`src/rtl/pdm_pkg.sv`:
```
// rtl/pdm_pkg.sv - shared PDM types, constants and rate helper
// Shared with the PDM deserializer so both ends agree on framing and rate.
package pdm_pkg;

    typedef enum logic {
        IDLE = 1'b0,
        RUN  = 1'b1
    } pdm_state_t;

    // 50 % ones density: the amplifier hears this as silence.
    localparam logic [15:0] PDM_IDLE_WORD = 16'hAAAA;

    // System clocks per PDM bit.
    function automatic int pdm_period(input int system_frequency, input int sampling_frequency);
        return system_frequency / sampling_frequency;
    endfunction

endpackage

```
`src/rtl/pdm_clock_divider.sv`:
```
// rtl/pdm_clock_divider.sv - PDM bit clock divider with bit-step strobe
// Ports:
//   clk, resetn : system clock, synchronous active-low reset
//   run         : divider output enable (clock and strobe gated low otherwise)
//   load        : force div to H next cycle (start of a bit window)
//   clear       : force div to 0 next cycle (lower priority than load)
//   pdm_clk     : high while div < H
//   bit_step    : one-cycle strobe at div == H-1, just before the falling edge
module pdm_clock_divider #(
    parameter int P = 100
) (
    input  logic clk,
    input  logic resetn,
    input  logic run,
    input  logic load,
    input  logic clear,
    output logic pdm_clk,
    output logic bit_step
);

    localparam int H  = P / 2;
    localparam int DW = $clog2(P);

    localparam logic [DW-1:0] H_V  = DW'(H);
    localparam logic [DW-1:0] H_M1 = DW'(H - 1);
    localparam logic [DW-1:0] P_M1 = DW'(P - 1);

    if (((P % 2) != 0) || (P < 4)) begin : g_bad_period
        $error("pdm_clock_divider: period must be even and at least 4");
    end

    logic [DW-1:0] div;

    always_ff @(posedge clk) begin
        if (!resetn) begin
            div <= '0;
        end else if (load) begin
            div <= H_V;
        end else if (clear) begin
            div <= '0;
        end else if (div == P_M1) begin
            div <= '0;
        end else begin
            div <= div + 1'b1;
        end
    end

    // The falling edge (div wrapping into H) is where a new bit is presented,
    // so the receiver's rising edge lands mid-bit.
    assign pdm_clk  = run && (div < H_V);
    assign bit_step = run && (div == H_M1);

endmodule

```
`src/rtl/pdm_serializer.sv`:
```
// rtl/pdm_serializer.sv - word-to-PDM serializer with one-word holding register
// Ports:
//   clock_i, reset_n_i : system clock, synchronous active-low reset
//   enable_i           : run enable
//   data_i, valid_i    : word in; accepted when valid_i && ready_o
//   ready_o            : holding register empty
//   done_o             : pulse when a word is loaded into the shifter
//   underrun_o         : pulse when IDLE_WORD is loaded for lack of a word
//   pdm_clk_o          : PDM bit clock
//   pdm_data_o         : PDM bit stream, MSB first
//   audio_sd_o         : amplifier enable, high in RUN
module pdm_serializer
    import pdm_pkg::*;
#(
    parameter int                     WORD_LENGTH        = 16,
    parameter int                     SYSTEM_FREQUENCY   = 100000000,
    parameter int                     SAMPLING_FREQUENCY = 1000000,
    parameter logic [WORD_LENGTH-1:0] IDLE_WORD          = WORD_LENGTH'(PDM_IDLE_WORD)
) (
    input  logic                   clock_i,
    input  logic                   reset_n_i,
    input  logic                   enable_i,
    input  logic [WORD_LENGTH-1:0] data_i,
    input  logic                   valid_i,
    output logic                   ready_o,
    output logic                   done_o,
    output logic                   underrun_o,
    output logic                   pdm_clk_o,
    output logic                   pdm_data_o,
    output logic                   audio_sd_o
);

    localparam int P  = pdm_period(SYSTEM_FREQUENCY, SAMPLING_FREQUENCY);
    localparam int BW = $clog2(WORD_LENGTH);

    localparam logic [BW-1:0] LAST_BIT = BW'(WORD_LENGTH - 1);

    pdm_state_t             state;
    pdm_state_t             state_next;
    logic [WORD_LENGTH-1:0] hold;
    logic                   hold_valid;
    logic [WORD_LENGTH-1:0] sh;
    logic [BW-1:0]          bi;

    logic bit_step;
    logic accept;
    logic start;
    logic shift;
    logic word_end;
    logic consume;
    logic div_load;
    logic div_clear;

    assign accept = valid_i && !hold_valid;

    always_ff @(posedge clock_i) begin
        if (!reset_n_i) begin
            state <= IDLE;
        end else begin
            state <= state_next;
        end
    end

    always_comb begin
        state_next = state;
        start      = 1'b0;
        shift      = 1'b0;
        word_end   = 1'b0;
        div_load   = 1'b0;
        div_clear  = 1'b0;
        case (state)
            IDLE: begin
                div_clear = 1'b1;
                if (enable_i && hold_valid) begin
                    state_next = RUN;
                    start      = 1'b1;
                    div_load   = 1'b1;
                end
            end
            RUN: begin
                // Disable wins over a coincident bit step: the partial word is dropped.
                if (!enable_i) begin
                    state_next = IDLE;
                    div_clear  = 1'b1;
                end else if (bit_step) begin
                    div_load = 1'b1;
                    if (bi == LAST_BIT) begin
                        word_end = 1'b1;
                    end else begin
                        shift = 1'b1;
                    end
                end
            end
            default: state_next = IDLE;
        endcase
    end

    // consume needs hold_valid and accept needs !hold_valid, so they never coincide.
    assign consume = start || (word_end && hold_valid);

    always_ff @(posedge clock_i) begin
        if (!reset_n_i) begin
            hold       <= '0;
            hold_valid <= 1'b0;
            sh         <= '0;
            bi         <= '0;
            done_o     <= 1'b0;
            underrun_o <= 1'b0;
        end else begin
            done_o     <= consume;
            underrun_o <= word_end && !hold_valid;

            if (consume) begin
                hold_valid <= 1'b0;
            end else if (accept) begin
                hold       <= data_i;
                hold_valid <= 1'b1;
            end

            if (consume) begin
                sh <= hold;
            end else if (word_end) begin
                sh <= IDLE_WORD;
            end else if (shift) begin
                sh <= sh << 1;
            end

            if (shift) begin
                bi <= bi + 1'b1;
            end else if (start || word_end || (state_next == IDLE)) begin
                bi <= '0;
            end
        end
    end

    pdm_clock_divider #(
        .P(P)
    ) u_div (
        .clk     (clock_i),
        .resetn  (reset_n_i),
        .run     (state == RUN),
        .load    (div_load),
        .clear   (div_clear),
        .pdm_clk (pdm_clk_o),
        .bit_step(bit_step)
    );

    assign ready_o    = !hold_valid;
    assign audio_sd_o = (state == RUN);
    assign pdm_data_o = (state == RUN) && sh[WORD_LENGTH-1];

endmodule
```
`config.mk`:
```
export PLATFORM = sky130hd
export DESIGN_NAME = pdm_serializer
export DESIGN_NICKNAME = d
export VERILOG_FILES = /design/src/rtl/pdm_pkg.sv /design/src/rtl/pdm_clock_divider.sv /design/src/rtl/pdm_serializer.sv
export SDC_FILE = /design/constraint.sdc
export NUM_CORES = 1
export LEC_CHECK = 0
export BUFFER_PORTS_ARGS = -buffer_cell sky130_fd_sc_hd__buf_2
export CAP_MARGIN = 15
export CORE_MARGIN = 4
export CORE_UTILIZATION = 40
export DETAILED_ROUTE_END_ITERATION = 16
export GPL_ROUTABILITY_DRIVEN = 0
export PLACE_DENSITY = 0.63
export SLEW_MARGIN = 30
export SYNTH_ARGS = -nofsm -noshare
export SYNTH_HDL_FRONTEND = slang
export SYNTH_SLANG_ARGS = --single-unit
```
`constraint.sdc`:
```
create_clock -name clock_i -period 3.55 [get_ports clock_i]
set_clock_uncertainty 0.1 [all_clocks]
set_input_delay 0.71 -clock clock_i [delete_from_list [all_inputs] [get_ports clock_i]]
set_output_delay 0.71 -clock clock_i [all_outputs]
set_load 0.005 [all_outputs]
```
Word level (Yosys, flattened, before mapping) --
Index checks and enable logic that the tools add are counted.
Word-level totals: register bits 47, input port bits 20, output and inout bits 6, word-level logic and storage cells 60
Operators by class: add/sub/neg operators 2, order comparisons 1, eq/ne operators 3, multiplexer cells 25, bitwise logic cells 4, reductions and logical operators 16
Operators by type and width (count):
- 2-to-1 mux 16 bit | 3
- 2-to-1 mux 6 bit | 3
- 2-to-1 mux 1 bit | 14
- 2-to-1 mux 4 bit | 2
- adder 7 x 1 -> 7 bit (second input constant) | 1
- equality test 7 x 6 -> 1 bit (second input constant) | 1
- equality test 7 bit (second input constant) | 1
- logical AND 1 bit | 7
- less-than comparator 7 x 6 -> 1 bit (second input constant) | 1
- one-hot mux 1 bit (2 select lines) | 3
- adder 4 x 1 -> 4 bit (second input constant) | 1
- equality test 4 bit (second input constant) | 1
- inverter 1 bit | 4
- OR reduction 4 bit | 1
- logical OR 1 bit | 3
- nonzero test 3 bit | 1
- AND reduction 2 bit | 1
- nonzero test 2 bit | 1
- OR reduction 2 bit | 1
- zero test 1 bit | 1

Logic depth before layout (Yosys ltp) --
Gate-level depths: netlist of the first run.
word-level depth 9, depth in mapped cells 8

Hierarchy --
Synthesis of the first run repeated with hierarchy kept, for this count alone.
Second synthesis, totals: cell total of the unflattened synthesis 256, area, all modules 2198.4 sq um
By module, submodules not included:
- pdm_serializer | times used 1, cells each 215, area each 1846.8 sq um
- pdm_clock_divider | times used 1, cells each 41, area each 351.6 sq um

Worst setup path after synthesis of the first run --
Ideal clock, no wire load.
path type in2reg, from input enable_i, to register sh[14], arrival time 1961 ps, data required time 3331 ps, path slack 1370 ps, cell stages on the path 6, path buffers 2, cells stage by stage clkbuf_1 > nand4_1 > nor2_1 > buf_2 > mux2i_1 > o2bb2ai_1
On the way: longest elaborated chain between the ends 5, elaborated cells on any way between the ends 12, classes of those cells mux: 8; reduce/logical: 4
Ends and longest elaborated chain:
- start, declared | line pdm_serializer.sv:22 | input logic enable_i,
- logical AND 1 bit or 2-to-1 mux 1 bit (tied branches) | line pdm_serializer.sv:74, pdm_serializer.sv:82
- 2-to-1 mux 1 bit, on equally long branches | line pdm_serializer.sv:74, pdm_serializer.sv:71
- 2-to-1 mux 1 bit or logical AND 1 bit (tied branches) | line pdm_serializer.sv:71, pdm_serializer.sv:99
- logical OR 1 bit | line pdm_serializer.sv:99 | assign consume = start || (word_end && hold_valid);
- nonzero test 3 bit (no line) or 2-to-1 mux 16 bit (tied branches)
- end signal, assigned | line pdm_serializer.sv:121 | sh <= hold;
- end signal, assigned | line pdm_serializer.sv:125 | sh <= sh << 1;
- end, declared | line pdm_serializer.sv:42 | logic [WORD_LENGTH-1:0] sh;
Parallel ways exist; a longest one is shown, timed or not. A chain may end at the register's enable or synchronous reset.

Final worst setup path of the first run --
from register u_div.div[0], to register sh[13]
On the way: longest elaborated chain between the ends 8, elaborated cells on any way between the ends 13, classes of those cells eq/ne: 1; mux: 8; reduce/logical: 4
Ends and longest elaborated chain:
- start, declared | line pdm_clock_divider.sv:32 | logic [DW-1:0] div;
- start signal, assigned | line pdm_clock_divider.sv:44 | div <= div + 1'b1;
- equality test 7 x 6 -> 1 bit (*) | line pdm_clock_divider.sv:51 | assign bit_step = run && (div == H_M1);
- logical AND 1 bit (*) | line pdm_clock_divider.sv:51
- 2-to-1 mux 1 bit | line pdm_serializer.sv:85 | end else if (bit_step) begin
- 2-to-1 mux 1 bit | line pdm_serializer.sv:82 | if (!enable_i) begin
- 2-to-1 mux 1 bit | line pdm_serializer.sv:71 | case (state)
- logical AND 1 bit | line pdm_serializer.sv:99
- logical OR 1 bit | line pdm_serializer.sv:99
- nonzero test 3 bit (no line) or 2-to-1 mux 16 bit (tied branches)
Mark *: on every way between the ends. The rest lies on a longest branch, timed or not.

==> results of run 1 <==
==> cell usage in the layout (no fill, tap or decap), types with 2 or more instances in the layout <==
cell type / count
dfxtp_1: 47
nand2_1: 41
buf_2: 25
nor2_1: 14
nand3_1: 11
a21boi_0: 11
nor4_1: 9
o2bb2ai_1: 9
o21bai_1: 8
and3_1: 7
a21boi_1: 7
clkbuf_8: 6
mux2i_1: 5
and2_1: 4
nor3_1: 4
a221o_1: 4
xnor2_1: 4
inv_1: 3
ha_1: 3
xor2_1: 2
a21oi_1: 2
a22oi_1: 2
buf_4: 2
==> logic make-up after synthesis <==
logic type | after synthesis | share of synthesized area (%)
adders and majority gates | 3 | 1.83
AOI/OAI and AO/OA | 51 | 20.4
and+or+nand+nor | 99 | 23.0
buffers and inverters | 18 | 3.85
muxes | 5 | 2.44
DFF | 47 | 45.9
xor gates and xnor gates | 6 | 2.56
==> registers in the layout, summed over array words and instances, names as in the netlist <==
register and count:
hold_valid 1, done_o 1, bi 4, underrun_o 1, u_div.div 7, hold 16
sh 16, audio_sd_o 1
==> layout make-up <==
cell class,count,area share (%)
multi-input cells,164,44.9
clock inverters,1,0.218
inverters,3,0.491
flip-flops and latches,47,41.0
repair buffers,27,6.11
well taps,67,3.66
clock buffers,6,3.60
==> worst max-delay path by stage <==
stage | from | end | slack (ns)
5_1_grt | u_div.div[0] | sh[13] | 0.78
4_1_cts | u_div.div[0] | sh[11] | 0.94
6_report | u_div.div[0] | sh[13] | 0.95
3_5_place_dp | u_div.div[0] | sh[5] | 0.95
2_1_floorplan | enable_i | sh[14] | 1.37
3_3_place_gp | u_div.div[0] | sh[9] | 1.01
==> worst reg2reg max path, stage by stage, from the launching register on <==
cell and delay, ns:
dfxtp_1 0.40, ha_1 0.16, or4b_1 0.73, or2_1 0.43, o311ai_4 0.52, a22oi_1 0.12
==> metrics by stage <==
step | std cells | hold WS (ns) | power, µW
6_report | 315 | 0.355 | 944
2_1_floorplan | 229 | 0.332 | 614
4_1_cts | 315 | 0.361 | 959
3_5_place_dp | 308 | 0.345 | 640
5_1_grt | 315 | 0.378 | 991
3_3_place_gp | 308 | 0.339 | 639
==> routing by layer <==
| metal | up-vias | part of all wire [%] |
|---|---|---|
| met5 | - | 0 |
| met4 | 0 | 1.7 |
| met3 | 8 | 4.4 |
| met2 | 32 | 46 |
| met1 | 758 | 48 |
| li1 | 850 | - |
==> power breakdown <==
part	leakage, µW	switching (µW)	internal, µW
Sequential	0.000382	13.0	545
Combinational	0.000421	38.6	29.7
Clock	0.0000470	165	153
Total	0.000851	216	728
==> results.cfg, run 1 <==
[critical_path]
critPathBufInv = 0
r2r_cells = 5
path_depth = 5
reg2reg_from = u_div.div[0]
critPathMaxStageDelay_ns = 0.73
cp_slowest_cell = or4b_1
critical_path_class = reg -> reg
worstSetupEndpointType = flop
r2r_setup_slack_ns = 0.95
worstPathRequired_ns = 3.61
crit_path_max_fanout = 17
r2r-end = sh[13]
crit_arrival_ns = 2.66
path_cells = ha_1 -> or4b_1 -> or2_1 -> o311ai_4 -> a22oi_1
start_kind = flop
critPathTopFamily = simple AND/OR/NAND/NOR gates

[worst_hold_path]
min_path_type = reg -> reg
hp-start = hold[7]
whs_path_depth = 2
whs_endpoint = hold[7]

[cts]
postCtsSetupBuffers = 0
clk_latency_ns = 0.30
cts.hold.buffers_added = 0
cts_buffers = 5
cts_max_level = 2
clk_pin_slew_worst_paths_ns = 0.08
cts-resized-gates = 0
cts_sinks = 47
clock-root-buffer = clkbuf_8
cts_tree = built
cts_buffer_depth = 2

[layout]
fin_area_um2 = 2290
drive_gt1_share_pct = 14.5
ff_latch_area_um2 = 941
fin_nets = 271
fillerInstances = 487
fin_util_pct = 47.3
area_growth_syn_to_layout_pct = 11.9
diodes = 0
multi_input_area_um2 = 1030

[route]
drt-initial-drc-count = 76
drtPass1Iterations = 4
drc_errors = 0
wl_mm = 4.22
viasPerCell = 5.23
postRouteAntennaNets = 0
avgRoutedWirePerCell_um = 13.4
vias = 1648

[timing]
finalSetupViolations = 0
fin_crit_ns = 2.60
slew_viol_final = 0
post-route-period-util_pct = 73.2
worst_slew_pin_slew_ns = 0.576
fmax_ghz = 0.385
slew_headroom_pct = 61.6
worst_slack_ns = 0.953
grt_setup_unrepaired = no
hold_violations = 0
setup_tns_ns = 0

[grt]
gr-total-overflow = 0
grt_usage_pct = 14.3
met1_usage_pct = 19.4
grt.busiest_layer = met2
antenna_found_initial = 0
grt_util_met3_pct = 3.39
grt_max_degree = 29
grt_pass1_wl_mm = 7.05
use_met2_pct = 21.8
first_global_vias = 1477

[power]
irDropWorstVdd_uv = 237
power.leakage_uw = 0.000851
powerDensity_nw_per_um2 = 411

[job]
cap_viol_max_count = 0

[logic_synthesis]
synth.distinct_cells = 40
ys_warn_count = 0
synth-seq-area-share_pct = 45.9
synth.most_common_cell = dfxtp_1
synth_commonest_cells = dfxtp_1 (47), nand2_1 (41), nor2_1 (14)
synthesis.area_um2 = 2050
yosys-top-cells-area = dfxtp_1 (46%), nand2_1 (7.5%), a21boi_0 (4.0%), o2bb2ai_1 (3.8%), o21bai_1 (2.9%)
synthesis.instances = 229
synth_edf_count = 0
synth_ff_type = dfxtp_1
synth_top_area_share_pct = 45.9
yosysTopAreaCell = dfxtp_1
syn_nets = 252
synth.avg_cell_area_um2 = 8.95
ys_ff_latch = 47
synth-async-reset-ratio_pct = 0

[placement]
hpwlAfterDp_mm = 2.96
pre_cts_slack_ns = 0.953
numPortBuffers = 25
place_area_um2 = 2210

[floorplan]
die_area_um2 = 6330
io_pins = 26
die_w_um = 79.6
die_h_um = 79.6
row_count = 25
core_um2 = 4850
initial_core_util_pct = 42.3

[outcome]
status = finished, final reports clean
Power figures use the tool's default switching activity.
==> inputs of run 2 (changes only) <==
==> constraint.sdc (replaced) <==
create_clock -name clock_i -period 2.64 [get_ports clock_i]
set_clock_uncertainty 0.1 [all_clocks]
set_input_delay 0.528 -clock clock_i [delete_from_list [all_inputs] [get_ports clock_i]]
set_output_delay 0.528 -clock clock_i [all_outputs]
set_load 0.005 [all_outputs]
==> results.cfg, run 2 (synthesis results as in run 1) <==
[critical_path]
worstPathRequired_ns = 2.70
start_kind = flop
cp_slowest_cell = o311ai_4
critPathMaxStageDelay_ns = 0.53
path_cells = ha_1 -> or4b_1 -> or2_1 -> o311ai_4 -> a22oi_1
worstSetupEndpointType = flop
crit_arrival_ns = 2.30
critical_path_class = reg -> reg
crit_path_max_fanout = 9

[floorplan]
initial_core_util_pct = 42.3
io_pins = 26
die_w_um = 79.6
die_h_um = 79.6
die_area_um2 = 6330
core_um2 = 4850
row_count = 25

[timing]
hold_violations = 0
slew_headroom_pct = 64.8
finalSetupViolations = 0
worst_slew_pin_slew_ns = 0.527
post-route-period-util_pct = 84.7
fmax_ghz = 0.447
setup_tns_ns = 0
timing.hold.ws_ns = 0.355
grt_setup_unrepaired = no
slew_viol_final = 0
fin_crit_ns = 2.24

[cts]
cts_tree = built
cts_buffers = 5
cts_buffer_depth = 2
cts_sinks = 47
postCtsSetupBuffers = 0
clk_latency_ns = 0.30
cts.hold.buffers_added = 0
cts-resized-gates = 0
cts_max_level = 2
clock-root-buffer = clkbuf_8
clk_pin_slew_worst_paths_ns = 0.08

[route]
vias = 1665
wl_met2_mm = 1.98
drt-initial-drc-count = 72
highest_layer = met4
viasPerCell = 5.17
postRouteAntennaNets = 0
drtPass1Iterations = 4
wl_mm = 4.35
wirelength_met1_mm = 2.13
avgRoutedWirePerCell_um = 13.5
route.met3.wl_um = 151
drc_errors = 0

[placement]
hpwlAfterDp_mm = 3.05
dp.cells = 314
place_area_um2 = 2250
numPortBuffers = 25

[grt]
grt_pass1_wl_mm = 7.56
grt_max_degree = 29
grt_usage_pct = 15.1
gr-total-overflow = 0
first_global_vias = 1637
antenna_found_initial = 0

[layout]
top_regs = hold: 16 flops, sh: 16 flops, u_div.div: 7 flops
fillerInstances = 491
fin_area_um2 = 2330
layout_common_cells = dfxtp_1 (47), nand2_1 (41), buf_2 (25)
diodes = 0
fin_nets = 277
area_growth_syn_to_layout_pct = 13.8
drive_gt1_share_pct = 16.1
layout.cells.non_filler = 322
layout_commonest_cell = dfxtp_1

[power]
irDropWorstVdd_uv = 297
powerDensity_nw_per_um2 = 541
power.leakage_uw = 0.000875
finalPower_uw = 1260

[worst_hold_path]
min_path_type = in -> reg

[job]
cap_viol_max_count = 0

[outcome]
status = finished, final reports clean
==> run 2: cell types whose count changed in the layout (fill, tap and decap cells not counted) <==
cell,before,now
buf_4,2,8
clkbuf_1,0,2
clkbuf_8,6,5
==> run 2: where the power goes <==
group	switching (µW)	internal, µW	leakage [µW]
clock	228	186	0.0000422
sequential	15.8	733	0.000382
combinational	54.7	42.8	0.000450
total	299	962	0.000875
==> run 2: final cells by class <==
type | instances | area [µm²] | share of cell area (%)
repair buffers | 33 | 185 | 7.94
inverters | 3 | 11.3 | 0.483
flip-flops and latches | 47 | 941 | 40.3
multi-input cells | 164 | 1030 | 44.2
clock buffers | 7 | 76.3 | 3.27
clock inverters | 1 | 5.00 | 0.215
well taps | 67 | 83.8 | 3.59
==> run 2: worst paths after layout <==
check,start,endpoint,slack [ns],cells after the start
setup / recovery,u_div.div[0],sh[13],0.40,5
hold / removal,data_i[7],hold[7],0.35,3
setup reg to reg,u_div.div[0],sh[13],0.40,5
hold reg to reg,hold[6],hold[6],0.35,2
==> run 2: worst max-delay path: cells and delay by family (launching register included) <==
family / cells / cell delay, ns
AND/OR/NAND/NOR: 2 / 0.79
adder cells (fa/ha/maj): 1 / 0.15
flip-flops: 1 / 0.39
AO/OA/AOI/OAI: 2 / 0.66
==> run 2: per-stage QoR <==
| stage | worst slack [ns] | utilization (%) |
|---|---|---|
| finish | 0.403 | 48.1 |
| CTS | 0.389 | 48.1 |
| detailed placement | 0.400 | 46.4 |
| global placement | 0.446 | 46.4 |
| floorplan | 0.520 | - |
| global route | 0.249 | 48.1 |
==> run 2: metal layers <==
layer  track usage [%]  vias to the layer above
met5                 0                        -
met4              7.39                        0
met3              3.61                        8
met2              22.8                       26
met1              20.0                      772
li1                  -                      859
==> inputs of run 3 (changes only) <==
==> constraint.sdc (replaced) <==
create_clock -name clock_i -period 2.17 [get_ports clock_i]
set_clock_uncertainty 0.1 [all_clocks]
set_input_delay 0.434 -clock clock_i [delete_from_list [all_inputs] [get_ports clock_i]]
set_output_delay 0.434 -clock clock_i [all_outputs]
set_load 0.005 [all_outputs]
==> results.cfg, run 3 (synthesis results as in run 1) <==
[timing]
fin_crit_ns = 2.07
fmax_ghz = 0.482
finalSetupViolations = 0
timing.hold.ws_ns = 0.261
slew_viol_final = 0
setup_tns_ns = 0
worst_slew_pin_slew_ns = 0.512
slew_headroom_pct = 65.8
grt_setup_unrepaired = no
hold_violations = 0
worst_slack_ns = 0.0970
post-route-period-util_pct = 95.5

[grt]
grt_usage_pct = 15.1
first_global_vias = 1608
grt_pass1_wl_mm = 7.58
gr-total-overflow = 0
grt_max_degree = 20
antenna_found_initial = 0

[layout]
layout_common_cells = dfxtp_1 (47), nand2_1 (41), buf_2 (25)
layout.cells.non_filler = 332
top_regs = hold: 16 flops, sh: 16 flops, u_div.div: 7 flops
area_growth_syn_to_layout_pct = 19.4
drive_gt1_share_pct = 20.8
layout_commonest_cell = dfxtp_1
fillerInstances = 477
diodes = 0
fin_nets = 287

[power]
swShare_pct = 22.9
irDropWorstVdd_uv = 456
p_sw_uw = 383
finalPower_uw = 1670
pwr-share-seq_pct = 54.6
p_int_uw = 1290
pwr-share-comb_pct = 7.3
clkPwrFrac_pct = 38.2
power.leakage_uw = 0.000941
powerDensity_nw_per_um2 = 684

[route]
wirelength_met1_mm = 2.29
wl_mm = 4.43
drtPass1Iterations = 4
highest_layer = met4
drc_errors = 0
wl_met2_mm = 1.94
drt-initial-drc-count = 82
postRouteAntennaNets = 0
route.met3.wl_um = 141
avgRoutedWirePerCell_um = 13.3
viasPerCell = 5.06
vias = 1679

[cts]
cts_buffer_depth = 2
clk_pin_slew_worst_paths_ns = 0.09
cts.hold.buffers_added = 0
cts_tree = built
postCtsSetupBuffers = 0
cts_max_level = 2
clock-root-buffer = clkbuf_8
clk_latency_ns = 0.30
cts_buffers = 5
cts_sinks = 47

[critical_path]
reg2reg_from = u_div.div[1]
r2r-end = sh[1]
critPathBufInv = 2
worstSetupEndpointType = flop
crit_arrival_ns = 2.16
path_cells = inv_1 -> ha_1 -> or4b_1 -> or2_1 -> o311ai_4 -> buf_4 -> o2bb2ai_1
worstPathRequired_ns = 2.26
r2r_setup_slack_ns = 0.1
critPathMaxStageDelay_ns = 0.50
r2r_cells = 7
start_kind = flop
crit_path_max_fanout = 9
critPathTopFamily = simple AND/OR/NAND/NOR gates
critical_path_class = reg -> reg
cp_slowest_cell = or4b_1

[outcome]
status = finished, final reports clean

[worst_hold_path]
whs_path_depth = 3
min_path_type = in -> reg
hp-start = data_i[7]
whs_endpoint = hold[7]

[floorplan]
core_um2 = 4850
io_pins = 26
initial_core_util_pct = 42.3
die_h_um = 79.6
die_area_um2 = 6330
row_count = 25
die_w_um = 79.6

[job]
cap_viol_max_count = 0

[placement]
pre_cts_slack_ns = 0.101
hpwlAfterDp_mm = 3.18
dp.cells = 324
numPortBuffers = 25
-- run 3: cell types whose count changed in the layout (fill, tap and decap cells not counted) --
cell,delta
nor3_2,+1
clkinv_4,+1
bufinv_16,+1
buf_4,+10
clkbuf_1,-2
nor2_1,-1
nor3_1,-1
nor2_2,+1
-- run 3: power by group through the flow --
stage          registers (µW)  logic (µW)  clock network [µW]
6_report                  913         121                 639
5_1_grt                   918         139                 698
4_1_cts                   914         123                 661
3_5_place_dp              934         123                   0
3_3_place_gp              933         122                   0
2_1_floorplan             924        81.2                   0
-- run 3: stage by stage --
step / instance area [µm²] / util (%)
after floorplan: 2050 / -
after global placement: 2330 / 48.0
after detailed placement: 2330 / 48.0
after CTS: 2440 / 50.3
after global routing: 2450 / 50.5
final: 2450 / 50.5
-- run 3: layer usage --
metal  GRT usage, %  up-vias
met4           5.67        0
met3           3.50        8
met1           20.9      765
met5              0        -
li1               -      884
met2           22.5       22
-- run 3: timing repair --
action                                 in CTS  in global routing
endpoints found under the hold margin       0                  0
setup endpoints to repair                   0                  8
gates resized for setup                     0                  2
-- run 3: how the worst max path moves through the flow --
stage	from	endpoint	slack, ns	cells after the start
finish	u_div.div[1]	sh[1]	0.1	7
global route	u_div.div[1]	sh[11]	0.0002	7
CTS	u_div.div[1]	sh[2]	0.08	8
detailed placement	u_div.div[1]	sh[6]	0.10	8
global placement	u_div.div[1]	sh[12]	0.15	8
floorplan	u_div.div[0]	sh[13]	0.05	7
-- run 3: worst reg2reg max path: stages (launching register included) --
cell       delay, ns
dfxtp_1         0.32
inv_1           0.05
ha_1            0.12
or4b_1          0.50
or2_1           0.30
o311ai_4        0.26
buf_4           0.22
o2bb2ai_1       0.10
-- run 3: final cells by class --
cell class,instances,area [µm²],share of cell area (%)
multi-input combinational,164,1040,42.4
sequential,47,941,38.5
timing repair buffer,43,260,10.6
tap,67,83.8,3.43
clock buffer,5,68.8,2.81
clock inverter,3,43.8,1.79
inverter,3,11.3,0.460
